### src/rtl/inst_fetch_unit.sv
// Instruction fetch stage of the 16-bit RISC core.
// Holds the PC and a synchronous-read instruction memory, presents one instruction at a time
// to the datapath and resolves BEQ/BNE/JMP redirects locally. A HALT opcode parks the unit
// until reset.
module inst_fetch_unit #(
   parameter int unsigned ADDR_W  = 8,
   parameter logic [3:0]  BEQ_OP  = 4'hB,
   parameter logic [3:0]  BNE_OP  = 4'hC,
   parameter logic [3:0]  JMP_OP  = 4'hD,
   parameter logic [3:0]  HALT_OP = 4'hF
) (
   input  logic              clk,
   input  logic              reset,
   input  logic              fetchNextInst,
   input  logic              branch_resolved,
   input  logic              branch_taken,
   input  logic              imem_we,
   input  logic [ADDR_W-1:0] imem_waddr,
   input  logic [15:0]       imem_wdata,
   output logic [15:0]       instruction,
   output logic              readInst_flag,
   output logic              branchInst_flag,
   output logic [15:0]       pc,
   output logic              halted
);

   localparam int unsigned Depth = 2 ** ADDR_W;

   typedef enum logic [1:0] {
      StFetch,
      StIssue,
      StWait,
      StHalt
   } state_e;

   state_e      state_q, state_d;
   logic [15:0] pc_q, pc_d;
   logic [15:0] instr_q, instr_d;
   logic        branch_flag_q, branch_flag_d;
   logic        fetch_prev_q;

   logic [15:0] imem [Depth];
   logic [15:0] imem_rdata;
   logic [3:0]  cur_opcode;
   logic [15:0] branch_offset;
   logic        fetch_rise;
   logic        is_cond_branch;

   // Program load port; the memory deliberately has no reset.
   always_ff @(posedge clk) begin
      if (imem_we) begin
         imem[imem_waddr] <= imem_wdata;
      end
   end

   // Upper PC bits alias onto the memory index. The read data is only captured into
   // instr_q in FETCH, so a same-edge write to that address returns the old word.
   assign imem_rdata = imem[pc_q[ADDR_W-1:0]];

   assign cur_opcode     = instr_q[15:12];
   assign branch_offset  = {{10{instr_q[5]}}, instr_q[5:0]};
   assign fetch_rise     = fetchNextInst & ~fetch_prev_q;
   assign is_cond_branch = (cur_opcode == BEQ_OP) || (cur_opcode == BNE_OP);

   // Next-state, PC and instruction register update.
   always_comb begin
      state_d       = state_q;
      pc_d          = pc_q;
      instr_d       = instr_q;
      branch_flag_d = 1'b0;
      unique case (state_q)
         StFetch: begin
            // A HALT word is never presented to the datapath; the previous instruction stays.
            if (imem_rdata[15:12] == HALT_OP) begin
               state_d = StHalt;
            end else begin
               instr_d = imem_rdata;
               state_d = StIssue;
            end
         end
         StIssue: begin
            state_d = StWait;
         end
         StWait: begin
            // Only the rule for the current opcode is consulted; the other event is dropped.
            if (is_cond_branch) begin
               if (branch_resolved) begin
                  pc_d          = branch_taken ? (pc_q + 16'd1 + branch_offset)
                                               : (pc_q + 16'd1);
                  branch_flag_d = 1'b1;
                  state_d       = StFetch;
               end
            end else if (cur_opcode == JMP_OP) begin
               pc_d          = {pc_q[15:12], instr_q[11:0]};
               branch_flag_d = 1'b1;
               state_d       = StFetch;
            end else if (fetch_rise) begin
               pc_d    = pc_q + 16'd1;
               state_d = StFetch;
            end
         end
         StHalt: begin
            state_d = StHalt;
         end
         default: begin
            state_d = StFetch;
         end
      endcase
   end

   // State registers; fetch_prev_q tracks the done level every cycle in every state.
   always_ff @(posedge clk or posedge reset) begin
      if (reset) begin
         state_q       <= StFetch;
         pc_q          <= 16'h0000;
         instr_q       <= 16'h0000;
         branch_flag_q <= 1'b0;
         fetch_prev_q  <= 1'b0;
      end else begin
         state_q       <= state_d;
         pc_q          <= pc_d;
         instr_q       <= instr_d;
         branch_flag_q <= branch_flag_d;
         fetch_prev_q  <= fetchNextInst;
      end
   end

   assign instruction     = instr_q;
   assign pc              = pc_q;
   assign branchInst_flag = branch_flag_q;
   assign readInst_flag   = (state_q == StIssue);
   assign halted          = (state_q == StHalt);

endmodule

### config.mk
export PLATFORM = sky130hd
export DESIGN_NAME = inst_fetch_unit
export DESIGN_NICKNAME = d
export VERILOG_FILES = /design/src/rtl/inst_fetch_unit.sv
export SDC_FILE = /design/constraint.sdc
export NUM_CORES = 2
export LEC_CHECK = 0
export CAP_MARGIN = 20
export CORE_MARGIN = 4
export CORE_UTILIZATION = 29
export CTS_BUF_LIST = sky130_fd_sc_hd__clkbuf_8
export DETAILED_ROUTE_END_ITERATION = 8
export SLEW_MARGIN = 20
export SYNTH_ARGS = -nofsm -noshare
export SYNTH_HDL_FRONTEND = slang
export SYNTH_SLANG_ARGS = --single-unit
### constraint.sdc
create_clock -name clk -period 6 [get_ports clk]
set_input_delay 0.9 -clock clk [delete_from_list [all_inputs] [get_ports clk]]
set_output_delay 0.9 -clock clk [all_outputs]
set_load 0.03 [all_outputs]
# After elaboration in Yosys (flattened, before gate mapping)
# Memory sizes are Yosys's and may differ from the RTL's.
# Cells that the tools add are included.
# Widths: inputs -> output; s select.
# word_totals
reg_bits,36
inputBits,30
mem_count,1
wordCells,48
output_inout_bits,35
mem_bits_rw,4096
# classes
addsub,2
bitwise,3
n_mux,17
n_reduce_logical,8
n_eq_ne,11
# memory_table
name,depth,width,read_ports,rd_clocked_by_memory_dff,write_ports,line_no,rtl
imem,256,16,1,0,1,42,logic [15:0] imem [Depth];
# op_table
operator,count
$mux 16,5
$add 16x1->16 const B,1
$add 16x16->16,1
$eq 4x4->1 const B,4
$mux 2,5
$pmux 2 s4,1
$mux 1,6
$eq 2x2->1 const B,2
$ne 2x2->1 const B,2
$ne 4x4->1 const B,1
$reduce_and 2->1,2
$reduce_and 4->1,1
$ne 3x3->1 const B,1
$reduce_and 3->1,1
$reduce_bool 3->1,1
$eq 2x1->1 const B,1
$logic_not 2->1,1
$not 1->1,2
$reduce_bool 2->1,1
$and 1x1->1,1
$logic_or 1x1->1,1

# Longest topological paths before layout
# depth
depth_word,6
mapped_depth,23
depth_no_buf,16

# Worst setup path before layout
# Ideal clock, no wire load.
# synth_path
kind,register to register
from,"register pc_q[1], in the netlist pc[1]"
to,"register pc_q[14], in the netlist pc[14]"
setup_slack_ns,1.185
path_stages_with_launch,23
arrival_ns,4.686
setup_ns,0.129
synth_period_minus_slack_ns,4.815
n_path_buf,10
cell_sequence,dfrtp_1 buf_2 buf_4 buf_4 buf_4 buf_4 buf_4 buf_2 buf_2 buf_2 buf_2 nand4_1 xnor2_1 ha_1 a21oi_1 o21ai_0 a21o_1 a21o_1 a311oi_1 o21ai_0 a21o_1 a311oi_1 a21oi_1
# synth_between
elab_chain_len,5
# synth_lines
element,line_no,rtl
start: declaration,37,"logic [15:0] pc_q, pc_d;"
start signal: assignment,121,pc_q <= pc_d;
$add 16x1->16 *,"88, 89, 98",
$add 16x16->16,88,pc_d = branch_taken ? (pc_q + 16'd1 + branch_offset)
$mux 16,88,
$mux 16,87,if (branch_resolved) begin
$mux 16 *,86,if (is_cond_branch) begin
# Mark *: on every way between the ends. The rest lies on a longest branch, timed or not. The select of a mux whose other input is x is not followed.
# A chain may end at the register's enable or synchronous reset.

# Final worst setup path
# layout_path
from,"register pc_q[0], in the netlist pc[0]"
to,"register instr_q[3], in the netlist instruction[3]"
# layout_between
elab_chain_len,4
# layout_lines
element,line_no,rtl
$mem_v2 256x16 *,--,
$eq 4x4->1,74,if (imem_rdata[15:12] == HALT_OP) begin
$not 1->1 (no line),--,
$reduce_and 2->1 (no line),--,
end signal: assignment,122,instr_q <= instr_d;
end: declaration,38,"logic [15:0] instr_q, instr_d;"
# Mark *: on every way between the ends. The rest lies on a longest branch, timed or not.

==> results by group <==
Clocking
  • Clock transition at path regs: ~70 ps
  • Post_cts resized: 0
  • Clock latency on the worst-skew pair: 1240 ps
  • CTS Root Cell: clkbuf_8
  • CTS Buf Count: about 650
  • Post-CTS setup buffers: 0
  • TritonCTS clock tree: done
  • Clock Path Buffers: 4
  • Sink Count: 4,132
  • CTS Hold Bufs: 0
  • H-tree depth: 6

Route
  • Met2 wire length: ~210,000 um
  • Total Routed Length: 440,000 um
  • DRC: 0
  • Vias per cell: about 5.1
  • DRT iter0 DRCs: 9,776
  • Via Count: between 70k and 80k
  • Antenna viol nets, final: 0
  • Uppermost layer routed: met5
  • Met1 WL: 173,000 um
  • WL per Instance: 28.4 um
  • Wire length on met3: 43,900 um
  • Router iterations before antenna repair: 6

Setup path
  • WP data arrival: 6600 ps
  • R2R Path End: instruction[3]
  • Startpoint types: register
  • Worst-path fanout max: 22
  • Req. time, crit path: 7080 ps
  • Crit-path leading delay family: compound AO/OA/AOI/OAI gates
  • R2r setup slk: 480 ps
  • Worst path cell trace: buf_12 > buf_4 > mux4_2 > mux2i_1 > nor2_1 > a2111oi_0 > nor3_1 > a2111oi_1 > o31a_2 > mux2_2
  • Slowest CP cell: a2111oi_0
  • Critical Path Sink: instruction[3]
  • Levels on crit path: 10
  • CP Class: reg -> reg
  • R2R cell count: 10
  • Critical Path Source: pc[0]
  • CP Buf/Inv Count: 2
  • Crit path capture type: register
  • CP peak stage delay: 930 ps
  • Worst R2R Start: pc[0]

Timing
  • Slew @ Worst Pin: 1260 ps
  • Post-route minimum period: ~5500 ps
  • TNS Setup: 0 ps
  • Clk_skew: roughly 90 ps
  • Period utilisation layout: 0.920
  • Hold_ws: 109 ps
  • Max-slew violation total from the final report: 0
  • RSZ-0062 raised after global routing: false
  • Setup violators final: 0
  • Hold Fails Final Rpt: 0
  • FMAX: between 150 and 200 MHz
  • Slew headroom: 0.150

Floorplanning
  • # IOs: 65
  • Total core area: 552,000 um^2
  • Die Height: 752 um
  • Initial core utilization: 0.291
  • Die Wd: 752 um
  • Die Area: between 500,000 and 600,000 um^2
  • Cell row count: 273

Final layout
  • Share of cells above drive strength 1: 0.321
  • Area Overhead vs Synth: 14.8%
  • Fillcell total: about 51k
  • Final instance area: 184,000 um^2
  • Most common cell after layout, fill and taps aside: edfxtp_1
  • Post-layout util: 0.334
  • Nets: 7,704
  • Most frequent cells in the layout: edfxtp_1, mux4_2, clkbuf_8

Power
  • VDD IR-drop max: ~230 uV
  • Clock group share of total power: 0.405
  • Combinational fraction of design power: 0.013
  • Flop pwr share: 0.583
  • Internal Power: between 40 and 50 mW
  • Net Sw Power: roughly 12 mW
  • PD cells: 296 nW/um^2
  • Leak: ~58 nW
  • Switching fraction of total power: 0.216

Global route
  • First-pass GRT wire length: 617,000 um
  • Total global-route track usage: 0.152
  • Vias in the first global route: 79.8k
  • Grt total ovfl: 0
  • Largest net degree at the start of global routing: between 150 and 200
  • Initial antenna violation count: 30

Worst hold path
  • Hold Path Class: in -> async

Status
  • Run status: complete, no violations

Yosys
  • Flops & latches, synth: between 4k and 5k
  • Yosys warnings: 0
  • Mean Syn Cell Area: 23.4 um^2
  • Register area share after synthesis: 0.772
  • Post-Syn Instances: 6,858
  • Post-synth EDFFs: 4,096
  • Number of library cell types mapped by synthesis: 71
  • Synth async-reset ratio: 0.00871
  • Mapped Area: 161,000 um^2
  • Syn nets: 6,913
  • Top_reg_cell synth: edfxtp_1

Placed design
  • Dpl hpwl: 261,000 um
  • Cell Area, Placed: 172,000 um^2
  • PortBufs: 64
  • GPL Wtd Cong: 0.879

Run
  • Max-cap violations: 0
power groups by stage:
stage | registers, mW | logic (mW) | clock network [mW]
final | 31.8 | 0.688 | 22.1
after global placement | 32.4 | 0.640 | 0
after global routing | 31.8 | 0.738 | 24.0
after floorplan | 32.4 | 0.0797 | 0
after CTS | 31.8 | 0.691 | 22.6
after detailed placement | 32.4 | 0.692 | 0
tightest hold or removal path: cells and delay by family:
| kind | cells | cell delay (ps) |
|---|---|---|
| buffers and inverters | 3 | 920 |
logic make-up after synthesis:
| family | after synthesis | synth area share |
|---|---|---|
| buf+inv | 400 | 0.0156 |
| mux | 1357 | 0.180 |
| compound gates | 286 | 0.0123 |
| fa+ha+maj | 25 | 0.00200 |
| simple gates | 633 | 0.0168 |
| xor+xnor | 25 | 0.00136 |
| flops | 4132 | 0.772 |
registers in the layout, indices dropped and copies added, names as in the netlist:
register and flops:
branchInst_flag 1, state_q 2, fetch_prev_q 1, imem 4096, pc 16, instruction 16
per-stage QoR:
stage | cells | power [mW] | worst slack [ps]
floorplan | 6858 | 32.5 | 1190
global placement | 14300 | 33.0 | 635
detailed placement | 14300 | 33.1 | 617
CTS | 15400 | 55.1 | 594
global route | 15400 | 56.5 | 393
finish | 15500 | 54.6 | 482
worst min-delay path by stage:
| stage | end | cells past startpoint | from | slack, ps |
|---|---|---|---|---|
| 2_1_floorplan | state_q[1] | 2 | state_q[1] | 500 |
| 3_3_place_gp | pc[15] | 1 | pc[15] | 490 |
| 3_5_place_dp | pc[15] | 1 | pc[15] | 460 |
| 4_1_cts | state_q[0] | 3 | reset | 3 |
| 5_1_grt | fetch_prev_q | 1 | fetchNextInst | 100 |
| 6_report | state_q[0] | 3 | reset | 110 |
cell usage after synthesis (7+ instances only):
library cell | number | area, um^2
nand4_1 | 15 | 93.8
buf_12 | 10 | 200
a221oi_1 | 27 | 236
nor2_1 | 355 | 1330
buf_6 | 43 | 484
a2111oi_0 | 8 | 70.1
o22ai_1 | 20 | 125
xnor2_1 | 16 | 140
o211ai_1 | 7 | 52.6
nand3_1 | 45 | 225
inv_1 | 10 | 37.5
nand2b_1 | 10 | 62.6
a211oi_1 | 19 | 143
and2_1 | 11 | 68.8
mux2_2 | 16 | 180
nand2_1 | 123 | 462
buf_4 | 76 | 571
mux4_2 | 1154 | 26000
o21ai_0 | 57 | 285
a21oi_1 | 46 | 230
o221ai_1 | 24 | 210
buf_2 | 126 | 631
buf_1 | 27 | 101
nor3_1 | 23 | 115
xor2_1 | 9 | 78.8
a22oi_1 | 8 | 60.1
mux4_1 | 53 | 1390
or3_1 | 7 | 43.8
clkbuf_1 | 98 | 368
edfxtp_1 | 4096 | 123000
ha_1 | 24 | 300
mux2i_1 | 130 | 1300
dfrtp_1 | 36 | 901
nor2b_1 | 25 | 156
a31oi_1 | 16 | 100
a21o_1 | 7 | 52.6
layer usage:
metal	vias to the layer above	global-route usage
li1	31100	-
met5	-	0
met2	4028	0.240
met3	848	0.0419
met4	22	0.0518
met1	42700	0.202
final cells by class:
class,count,area (um^2),share of cell area
Antenna cell,17,42.5,0.000231
Clock buffer,653,8990,0.0488
Clock inverter,495,2850,0.0155
Inverter,14,62.6,0.000339
Multi-Input combinational cell,2326,34600,0.188
Sequential cell,4132,124000,0.672
Tap cell,7287,9120,0.0495
Timing Repair Buffer,528,4690,0.0254
No activity file was read; power rests on OpenSTA's default activity.
